File: src/rtl/cpu_pkg.sv
// Shared fetch-stage types and constants for the MIPS32 core.
package cpu_pkg;

    typedef enum logic [1:0] {
        FETCH = 2'd0,
        WAIT  = 2'd1,
        ISSUE = 2'd2
    } fetch_state_t;

    localparam logic [5:0] J   = 6'b000010;
    localparam logic [5:0] JAL = 6'b000011;
    localparam logic [5:0] BEQ = 6'b000100;
    localparam logic [5:0] BNE = 6'b000101;

    localparam logic [31:0] DEFAULT_RESET_PC = 32'h0000_0000;

    function automatic logic [31:0] align_word(input logic [31:0] addr);
        return addr & 32'hFFFF_FFFC;
    endfunction

endpackage

File: src/rtl/ifetch_next_pc.sv
// Next-PC priority mux: jr > taken branch > j/jal > sequential, all word aligned.
module ifetch_next_pc
    import cpu_pkg::*;
(
    input  logic [31:0] opcplus4_i,
    input  logic [25:0] jidx_i,
    input  logic        branch_i,
    input  logic        nbranch_i,
    input  logic        jmp_i,
    input  logic        jal_i,
    input  logic        jrn_i,
    input  logic        zero_i,
    input  logic [31:0] add_result_i,
    input  logic [31:0] read_data_1_i,
    output logic [31:0] next_pc_o
);

    always_comb begin
        next_pc_o = opcplus4_i;
        if (jrn_i) begin
            next_pc_o = align_word(read_data_1_i);
        end else if ((branch_i & zero_i) | (nbranch_i & ~zero_i)) begin
            next_pc_o = align_word(add_result_i);
        end else if (jmp_i | jal_i) begin
            // j/jal stay inside the 256 MB region of the delay-slot address
            next_pc_o = {opcplus4_i[31:28], jidx_i, 2'b00};
        end
    end

endmodule

File: src/rtl/ifetch_unit.sv
// Instruction fetch: PC register, req/ready fetch FSM, issue/stall hold and retire counter.
module ifetch_unit
    import cpu_pkg::*;
#(
    parameter logic [31:0] RESET_PC = DEFAULT_RESET_PC,
    parameter int          CNT_W    = 32
) (
    input  logic             clock,
    input  logic             reset,
    output logic             imem_req,
    output logic [31:0]      imem_addr,
    input  logic             imem_ready,
    input  logic [31:0]      imem_rdata,
    input  logic             stall,
    input  logic             Branch,
    input  logic             nBranch,
    input  logic             Jmp,
    input  logic             Jal,
    input  logic             Jrn,
    input  logic             Zero,
    input  logic [31:0]      Add_result,
    input  logic [31:0]      Read_data_1,
    output logic [31:0]      Instruction,
    output logic             instr_valid,
    output logic [31:0]      opcplus4,
    output logic [31:0]      pc_out,
    output logic [CNT_W-1:0] instr_count
);

    fetch_state_t     state_q;
    logic [31:0]      pc_q;
    logic [31:0]      pc_d;
    logic [31:0]      opcplus4_q;
    logic [31:0]      instr_q;
    logic             valid_q;
    logic [CNT_W-1:0] count_q;

    ifetch_next_pc u_next_pc (
        .opcplus4_i    (opcplus4_q),
        .jidx_i        (instr_q[25:0]),
        .branch_i      (Branch),
        .nbranch_i     (nBranch),
        .jmp_i         (Jmp),
        .jal_i         (Jal),
        .jrn_i         (Jrn),
        .zero_i        (Zero),
        .add_result_i  (Add_result),
        .read_data_1_i (Read_data_1),
        .next_pc_o     (pc_d)
    );

    always_ff @(posedge clock) begin
        if (reset) begin
            state_q    <= FETCH;
            pc_q       <= RESET_PC;
            opcplus4_q <= RESET_PC + 32'd4;
            instr_q    <= '0;
            valid_q    <= 1'b0;
            count_q    <= '0;
        end else begin
            case (state_q)
                FETCH, WAIT: begin
                    if (imem_ready) begin
                        instr_q <= imem_rdata;
                        valid_q <= 1'b1;
                        state_q <= ISSUE;
                    end else begin
                        state_q <= WAIT;
                    end
                end
                ISSUE: begin
                    if (!stall) begin
                        pc_q       <= pc_d;
                        opcplus4_q <= pc_d + 32'd4;
                        count_q    <= count_q + CNT_W'(1);
                        valid_q    <= 1'b0;
                        state_q    <= FETCH;
                    end
                end
                default: state_q <= FETCH;
            endcase
        end
    end

    // Request is dropped immediately on reset so an in-flight access is aborted.
    assign imem_req    = (state_q != ISSUE) & ~reset;
    assign imem_addr   = pc_q;
    assign Instruction = instr_q;
    assign instr_valid = valid_q;
    assign opcplus4    = opcplus4_q;
    assign pc_out      = pc_q;
    assign instr_count = count_q;

endmodule

File: config.mk
export PLATFORM = sky130hd
export DESIGN_NAME = ifetch_unit
export DESIGN_NICKNAME = d
export VERILOG_FILES = /design/src/rtl/cpu_pkg.sv /design/src/rtl/ifetch_next_pc.sv /design/src/rtl/ifetch_unit.sv
export SDC_FILE = /design/constraint.sdc
export NUM_CORES = 1
export LEC_CHECK = 0
export BUFFER_PORTS_ARGS = -buffer_cell sky130_fd_sc_hd__buf_2
export CAP_MARGIN = 20
export CORE_MARGIN = 2
export CORE_UTILIZATION = 55
export CTS_BUF_LIST = sky130_fd_sc_hd__clkbuf_8
export DETAILED_ROUTE_END_ITERATION = 8
export PLACE_DENSITY = 0.89
export SLEW_MARGIN = 20
export SYNTH_ARGS = -nofsm -noshare
export SYNTH_HDL_FRONTEND = slang
export SYNTH_HIERARCHICAL = 1
export SYNTH_SLANG_ARGS = --single-unit
File: constraint.sdc
create_clock -name clock -period 7.57 [get_ports clock]
set_input_delay 0.757 -clock clock [delete_from_list [all_inputs] [get_ports clock]]
set_output_delay 0.757 -clock clock [all_outputs]
set_load 0.02 [all_outputs]
==> run metrics, run 1 <==
outcome finished clean; Reg area 2580 µm²; Clk Latency, worst-skew pair between 0.4 and 0.5 ns; final hold vios 0; r2r endpoint opcplus4[26]; Synth cell types 45; Mapped Nets 980; Tmin final ~3.8 ns; Worst Tran Pin Value roughly 1.0 ns; YS warnings 6; I/O pins 268; layout filler cell count 1042; final net count 1173; LEAKAGE 3.62 nW; CTS max path bufs 2; GP Congestion approximately 0.87; FP Rows 41; Crit Path Category in -> reg; port bufs between 200 and 300; routed vias just over 7000; Tot GR Track Use 0.302; Setup-failing EPs final 0; Post-synth EDFFs 0; maximum vdd ir drop 0.124 mV; Final ANT Viol Nets 0; DRT Wirelength 20600 µm; Worst R2R Path Depth 8; Area Overhead vs Synth 20.5%; Pins Over Slew Limit 0; number of hold buffers added after cts 0; PwrDens 194 nW/µm²; predominant post-synthesis flop cell dfxtp_1; multi-input logic area 3850 µm²; Starting Density 0.560; Hold Crit Depth 2; via/cell ratio 5.74; final clock period utilization by the worst path 0.503; DRC 0; hold slack 0.454 ns; Worst-path clk slew 0.07 ns; cts bufs inserted 17; worst hold start Instruction[28]; CP peak stage delay 0.56 ns; first-pass GRT wire length 32000 µm; r2r setup slk 4.57 ns; Worst EP arrival 4.15 ns; Post-Syn Area around 7000 µm²; CP required ~7.9 ns; Congestion Overflow GR 0; crit end category flip-flop; clock sink count around 130; Antenna Cells 0; vias in the first global route 6543; CP startpoint kind input port; Max-Cap Viols 0; hold worst-path end Instruction[28]; Post-Route Setup TNS 0 ns; DR WL/cell 16.5 µm; Mapped Cells 872; largest net degree at the start of global routing 102; CP max-delay cell nor2_8; Post-CTS Setup Inserts 0; Crit Path Max Fanout 28; die height 117 µm; RSZ-0062 raised after global routing no; register area share after synthesis 0.367; CTS H-Tree Depth 4; Slew HR 0.334; crit-path cells buf_2 > nor2_8 > a211oi_1 > o31ai_1 > ha_1 > nand3_2 > or3_4 > or4_1 > a311oi_1; reg2reg start Instruction[0]; hold crit path type reg -> reg; DIE AREA 13700 µm²; CP startpoint Jal; Mean Syn Cell Area between 8 and 9 µm²; Die Wd 117 µm; First-pass DRT Iterations 5; clock root buffer clkbuf_8; HPWL after DPL 14700 µm; Yosys reg bits 129; share of cells above drive strength 1 0.345; CTS tree yes; initial antenna violation count 0; initial drt markers 656; f_max 263 MHz; Core Region 12600 µm²; share of synthesized flip-flops with an asynchronous set or reset 0; clock skew 0.00950 ns; post-cts resize count 0
[through the flow]
step / setup slack [ns] / utilization / total power, mW / area, µm² / instances
floorplan: 4.12 / - / 0.936 / 7030 / 872
global placement: 3.45 / 0.640 / 1.01 / 8040 / 1218
detailed placement: 3.36 / 0.640 / 1.02 / 8040 / 1218
CTS: 3.84 / 0.674 / 1.65 / 8470 / 1250
global route: 3.57 / 0.674 / 1.71 / 8470 / 1250
finish: 3.76 / 0.674 / 1.64 / 8470 / 1250
[final cells by class]
| type | count | share of cell area |
|---|---|---|
| Clock inverter | 10 | 0.0154 |
| Clock buffer | 22 | 0.0357 |
| Tap cell | 172 | 0.0254 |
| Timing Repair Buffer | 269 | 0.161 |
| Sequential cell | 129 | 0.305 |
| Multi-Input combinational cell | 639 | 0.454 |
| Inverter | 9 | 0.00399 |
[Yosys cell counts, types with 14 or more instances]
library cell  number  area, µm²
clkbuf_1          34        128
a311oi_1          14        123
nand2_1          187        702
o21a_1            26        195
or4_1             16        120
nor2_1            80        300
a21oi_1           78        390
o31ai_2           25        313
buf_4             35        263
dfxtp_1          129       2580
nand4_1           19        119
a211oi_2          25        313
o31ai_1           15        113
[layer usage]
| metal | vias up | GRT usage | wire, µm |
|---|---|---|---|
| met5 | - | 0 | 0 |
| met4 | 0 | 0.164 | 782 |
| met3 | 54 | 0.0705 | 1520 |
| met2 | 306 | 0.511 | 10300 |
| met1 | 3383 | 0.355 | 8070 |
| li1 | 3435 | - | - |
[cell usage in the layout, fill, tap and decap left out, drive strengths merged, types with 3 or more instances in the layout]
cell    instances
dfxtp         129
nor3           12
a311oi         14
mux2           10
nand2         187
o31ai          40
nand3          12
nor2           82
nor2b          12
a21oi          78
nand4          21
xor2            9
nor4           10
clkbuf         22
xnor2          13
and3            8
o21a           26
inv             9
o21ai          17
nand2b          3
and4            8
or4            17
clkinv          5
a211oi         38
buf           269
mux2i           5
bufinv          3
or3            11
[power by group]
| part | switching [mW] | leakage (nW) | internal, mW |
|---|---|---|---|
| clock | 0.268 | 0.220 | 0.367 |
| combinational | 0.184 | 2.35 | 0.0977 |
| sequential | 0.0212 | 1.05 | 0.704 |
| total | 0.473 | 3.62 | 1.17 |
[sequential cells by signal, summed over array words and instances (netlist names)]
| register | flops |
|---|---|
| imem_addr | 32 |
| state_q | 2 |
| opcplus4 | 30 |
| instr_valid | 1 |
| instr_count | 32 |
| Instruction | 32 |
[how the worst max path moves through the flow]
stage	depth (start not counted)	slack, ns	end
floorplan	9	4.12	opcplus4[24]
global placement	9	3.45	opcplus4[26]
detailed placement	9	3.36	opcplus4[20]
CTS	9	3.84	opcplus4[20]
global route	9	3.57	opcplus4[22]
finish	9	3.76	opcplus4[26]
[worst max-delay path, delay by kind of cell]
| kind | cells | cell delay (ns) |
|---|---|---|
| adders and majority gates | 1 | 0.30 |
| and+or+nand+nor | 4 | 1.83 |
| AOI/OAI and AO/OA | 3 | 0.95 |
| buffers and inverters | 1 | 0.28 |
[kinds of logic after synthesis]
| kind of cell | synth area share |
|---|---|
| flip-flops | 0.367 |
| multiplexers | 0.0254 |
| AND/OR/NAND/NOR | 0.255 |
| buffers and inverters | 0.0870 |
| AO/OA/AOI/OAI | 0.234 |
| adder cells (fa/ha/maj) | 0.00356 |
| XOR/XNOR | 0.0274 |
(Power assumes the default switching activity.)
==> run 2, diff against run 1 <==
CORE_UTILIZATION = 46   (was 55)
PLACE_DENSITY = 0.8   (was 0.89)
clock period = 3.45 ns   (was 7.57 ns; I/O delays follow)
==> run metrics, run 2 (synthesis results as in run 1) <==
RSZ-0062 raised after global routing no; outcome finished clean; clock root buffer clkbuf_8; Area Overhead vs Synth 22.5%; hold slack 0.0860 ns; die height 128 µm; placed cell area a little over 8000 µm²; Post-CTS Setup Inserts 0; DR WL/cell ~16 µm; maximum vdd ir drop 0.221 mV; DRC 0; final net count 1197; Die Wd 128 µm; Pins Over Slew Limit 0; Tmin final just under 3 ns; most frequent cells in the layout buf_2, nand2_1, dfxtp_1; Setup-failing EPs final 0; first-pass GRT wire length 32600 µm; r2r setup slk 0.52 ns; f_max 342 MHz; Core Region 15100 µm²; Crit Path Category reg -> reg; Congestion Overflow GR 0; share of cells above drive strength 1 0.360; hold crit path type in -> reg; vias in the first global route 6482; GP Congestion 0.895; CP startpoint kind flip-flop; cell area after layout 8620 µm²; via/cell ratio 5.55; HPWL after DPL ~15000 µm; Final ANT Viol Nets 0; FP Rows between 40 and 50; Finished Layout Cells ~1300; clock skew 0.0102 ns; PwrDens around 400 nW/µm²; Tot GR Track Use 0.251; post-cts resize count 0; LEAKAGE 3.70 nW; Top Usage Layer GRT met2; routed vias 7157; CTS max path bufs 2; Worst Tran Pin Value 1.04 ns; Antenna Cells 0; Worst EP arrival 3.28 ns; number of hold buffers added after cts 0; initial drt markers 398; cts bufs inserted 17; initial antenna violation count 0; I/O pins between 200 and 300; most common cell after layout, fill and taps aside buf_2; DIE AREA 16300 µm²; clock sink count 129; First-pass DRT Iterations 5; final clock period utilization by the worst path 0.848; placed cells 1258; crit end category flip-flop; met1 track demand over resource 0.300; Slew HR 0.308; DRT Wirelength 20900 µm; CTS tree yes; port bufs 263; Crit Path Max Fanout 15; CTS H-Tree Depth 4; Post-Route Setup TNS 0 ns; met3 Use GR 0.0480; largest net degree at the start of global routing 101; Starting Density 0.466; Max-Cap Viols 0; final hold vios 0; Clk Latency, worst-skew pair 0.45 ns; CP required 3.80 ns; Worst-path clk slew ~0.08 ns; GR Util met2 0.442
-- run 2: cell count changes in the layout (fill, tap and decap cells not counted), sizes merged --
cell,change
clkbuf,-5
buf,+24
bufinv,-2
clkinv,+3
clkinvlp,+1
inv,+3
-- run 2: path summary, 6_finish.rpt --
| kind | from | to | depth (start not counted) |
|---|---|---|---|
| max | Instruction[6] | opcplus4[27] | 7 |
| min reg2reg | Instruction[31] | Instruction[31] | 2 |
| min | imem_ready | state_q[0] | 2 |
| max reg2reg | Instruction[6] | opcplus4[27] | 7 |
-- run 2: per-layer routing --
metal / share of wire / vias to the layer above
li1: - / 3495
met1: 0.41 / 3320
met2: 0.50 / 308
met3: 0.068 / 34
met4: 0.028 / 0
met5: 0 / -
-- run 2: critical path: stages (launching register included) --
cell and delay [ns]:
dfxtp_1 0.37, o21a_1 0.19, a211oi_2 0.07, o31ai_2 0.46
nand3_1 0.25, or4_4 0.71, or4_1 0.53, a311oi_1 0.24
-- run 2: final cells by class --
cell class | count | area (µm²)
fill | 1430 | 6470
multi-input combinational | 639 | 3850
sequential | 129 | 2580
timing repair buffer | 293 | 1540
tap | 188 | 235
clock buffer | 17 | 234
clock inverter | 15 | 138
inverter | 9 | 33.8
-- run 2: stage by stage --
stage           util  power [mW]  setup WS (ns)
2_1_floorplan      -        2.05          0.416
3_3_place_gp   0.546        2.26          0.242
3_5_place_dp   0.546        2.27          0.206
4_1_cts        0.571        3.49          0.599
5_1_grt        0.571        3.63          0.311
6_report       0.571        3.47          0.523
-- run 2: where the power goes --
group	internal [mW]	switching, mW	leakage (nW)
Clock	0.575	0.656	0.183
Combinational	0.242	0.404	2.46
Sequential	1.54	0.0499	1.05
Total	2.36	1.11	3.70
==> run 3, diff against run 2 <==
ABC_AREA = 1   (was default)
CORE_UTILIZATION = 53   (was 46)
PLACE_DENSITY = 0.85   (was 0.8)
clock period = 2.7 ns   (was 3.45 ns; I/O delays follow)
==> run metrics, run 3 <==
Tmin final approximately 2.3 ns; First-pass DRT Iterations 5; post-cts resize count 0; Worst R2R Path Depth 14; Switching Share 0.300; hold worst-path end Instruction[28]; cts bufs inserted 17; Reg power frac 0.441; port bufs 263; Congestion Overflow GR 0; Worst-path clk slew 0.08 ns; die height 125 µm; top post-synthesis cells by area dfxtp_1, nand2_1, nor2_1; maximum vdd ir drop 0.330 mV; I/O pins 268; outcome finished clean; top-area cell type share of the netlist area 0.331; Mapped Nets 1319; Clock power frac 0.365; clock root buffer clkbuf_8; initial antenna violation count 0; Worst Tran Pin Value slightly below 1 ns; internal power 3.25 mW; DRC 0; FP Rows 44; hold slack 0.0700 ns; Antenna Cells 0; most common cell after layout, fill and taps aside nand2_1; Hold Crit Depth 3; RSZ-0062 raised after global routing no; Post-Syn Area approximately 7800 µm²; GP Congestion 0.890; vias in the first global route 7702; hold crit path type in -> reg; Die Wd 125 µm; Tot GR Track Use 0.286; Setup-failing EPs final 0; Final ANT Viol Nets 0; share of synthesized flip-flops with an asynchronous set or reset 0; YS warnings 6; DRT Wirelength 23000 µm; final clock period utilization by the worst path 0.836; CP required 3.05 ns; Post-synth EDFFs 0; LEAKAGE 4.64 nW; Post-Route Setup TNS 0 ns; Area Overhead vs Synth 19.6%; most frequent cells in the layout nand2_1, buf_2, nor2_1; Starting Density 0.539; synth cell count leaders nand2_1, nor2_1, inv_1; CP startpoint kind flip-flop; clock sink count 129; CTS max path bufs 2; Post-CTS Setup Inserts 0; DIE AREA 15700 µm²; Slew HR 0.343; Mapped Cells 1211; r2r endpoint opcplus4[22]; Synth cell types 38; first-pass GRT wire length between 30000 and 40000 µm; Crit Path Category reg -> reg; count leader, synth nand2_1; predominant post-synthesis flop cell dfxtp_1; post-synth top area cell dfxtp_1; Worst EP arrival 2.60 ns; Yosys reg bits about 130; largest net degree at the start of global routing 85; sw power about 1.4 mW; number of hold buffers added after cts 1; final hold vios 0; Core Region between 10000 and 15000 µm²; DR WL/cell roughly 14 µm; f_max 443 MHz; r2r setup slk 0.44 ns; share of cells above drive strength 1 0.286; Final Total Pwr 4.64 mW; reg2reg start opcplus4[3]; layout filler cell count 1347; via/cell ratio 5.19; worst hold start imem_rdata[28]; PwrDens 497 nW/µm²; clock skew 0.0107 ns; final net count 1533; crit end category flip-flop; routed vias 8404; HPWL after DPL 17400 µm; register area share after synthesis 0.331; CTS tree yes; Mean Syn Cell Area roughly 6.4 µm²; Pins Over Slew Limit 0; Crit Path Max Fanout 6; Clk Latency, worst-skew pair between 0.4 and 0.5 ns; Logic pwr share 0.194; Finished Core Util 0.645; Max-Cap Viols 0; CTS H-Tree Depth 4; initial drt markers 611
[run 3: cell count changes after synthesis, moves of 34 or more]
cell	change
a21oi_1	-34
a21oi_2	+48
inv_1	+136
nand2_1	+115
nand3_1	+51
nor2_1	+149
o21ai_0	+40
[run 3: through the flow]
stage / cells / cell area (µm²) / worst slack [ns]
2_1_floorplan: 1211 / 7810 / 0.766
3_3_place_gp: 1589 / 8940 / 0.367
3_5_place_dp: 1589 / 8940 / 0.258
4_1_cts: 1620 / 9340 / 0.485
5_1_grt: 1620 / 9340 / 0.261
6_report: 1620 / 9340 / 0.443
[run 3: worst max-delay path, stage by stage, from the launching register on]
cell,delay (ns)
dfxtp_1,0.38
inv_1,0.05
nand2_1,0.07
nand3_1,0.07
a21oi_1,0.34
ha_1,0.23
nand2_1,0.08
nor2_2,0.27
nand2_4,0.14
nor2_4,0.22
nand2_1,0.08
nand2_1,0.06
nand3_1,0.07
nand2_1,0.06
inv_1,0.03
[run 3: cell families (layout without fill, tap and decap cells)]
family,count (synthesis),in the layout,synth area share
and+or+nand+nor,675,675,0.379
adders and majority gates,2,2,0.00320
AOI/OAI and AO/OA,169,169,0.139
buffers and inverters,232,457,0.143
xor gates and xnor gates,4,4,0.00449
DFF,129,129,0.331
[run 3: worst max-delay path by stage]
stage | start | end | slack, ns
2_1_floorplan | opcplus4[3] | opcplus4[22] | 0.77
3_3_place_gp | Zero | opcplus4[26] | 0.37
3_5_place_dp | Zero | opcplus4[22] | 0.26
4_1_cts | opcplus4[3] | opcplus4[22] | 0.48
5_1_grt | opcplus4[3] | opcplus4[22] | 0.26
6_report | opcplus4[3] | opcplus4[22] | 0.44
[run 3: layout make-up]
class | instances | area [µm²] | share of cell area
timing repair buffer | 278 | 1460 | 0.156
clock buffer | 20 | 275 | 0.0295
sequential | 129 | 2580 | 0.276
clock inverter | 10 | 120 | 0.0129
tap | 184 | 230 | 0.0246
multi-input combinational | 850 | 4120 | 0.441
inverter | 149 | 559 | 0.0599
[run 3: power by group through the flow]
stage	clock network, mW	registers, mW	logic (mW)
2_1_floorplan	0	2.17	0.545
3_3_place_gp	0	2.09	0.874
3_5_place_dp	0	2.09	0.890
4_1_cts	1.71	2.05	0.897
5_1_grt	1.81	2.05	0.990
6_report	1.70	2.05	0.901
[run 3: per-layer routing]
| metal | up-vias | part of all wire | GRT usage |
|---|---|---|---|
| met5 | - | 0 | 0 |
| met2 | 312 | 0.50 | 0.502 |
| met3 | 50 | 0.061 | 0.0561 |
| met1 | 3865 | 0.41 | 0.342 |
| met4 | 0 | 0.029 | 0.118 |
| li1 | 4177 | - | - |
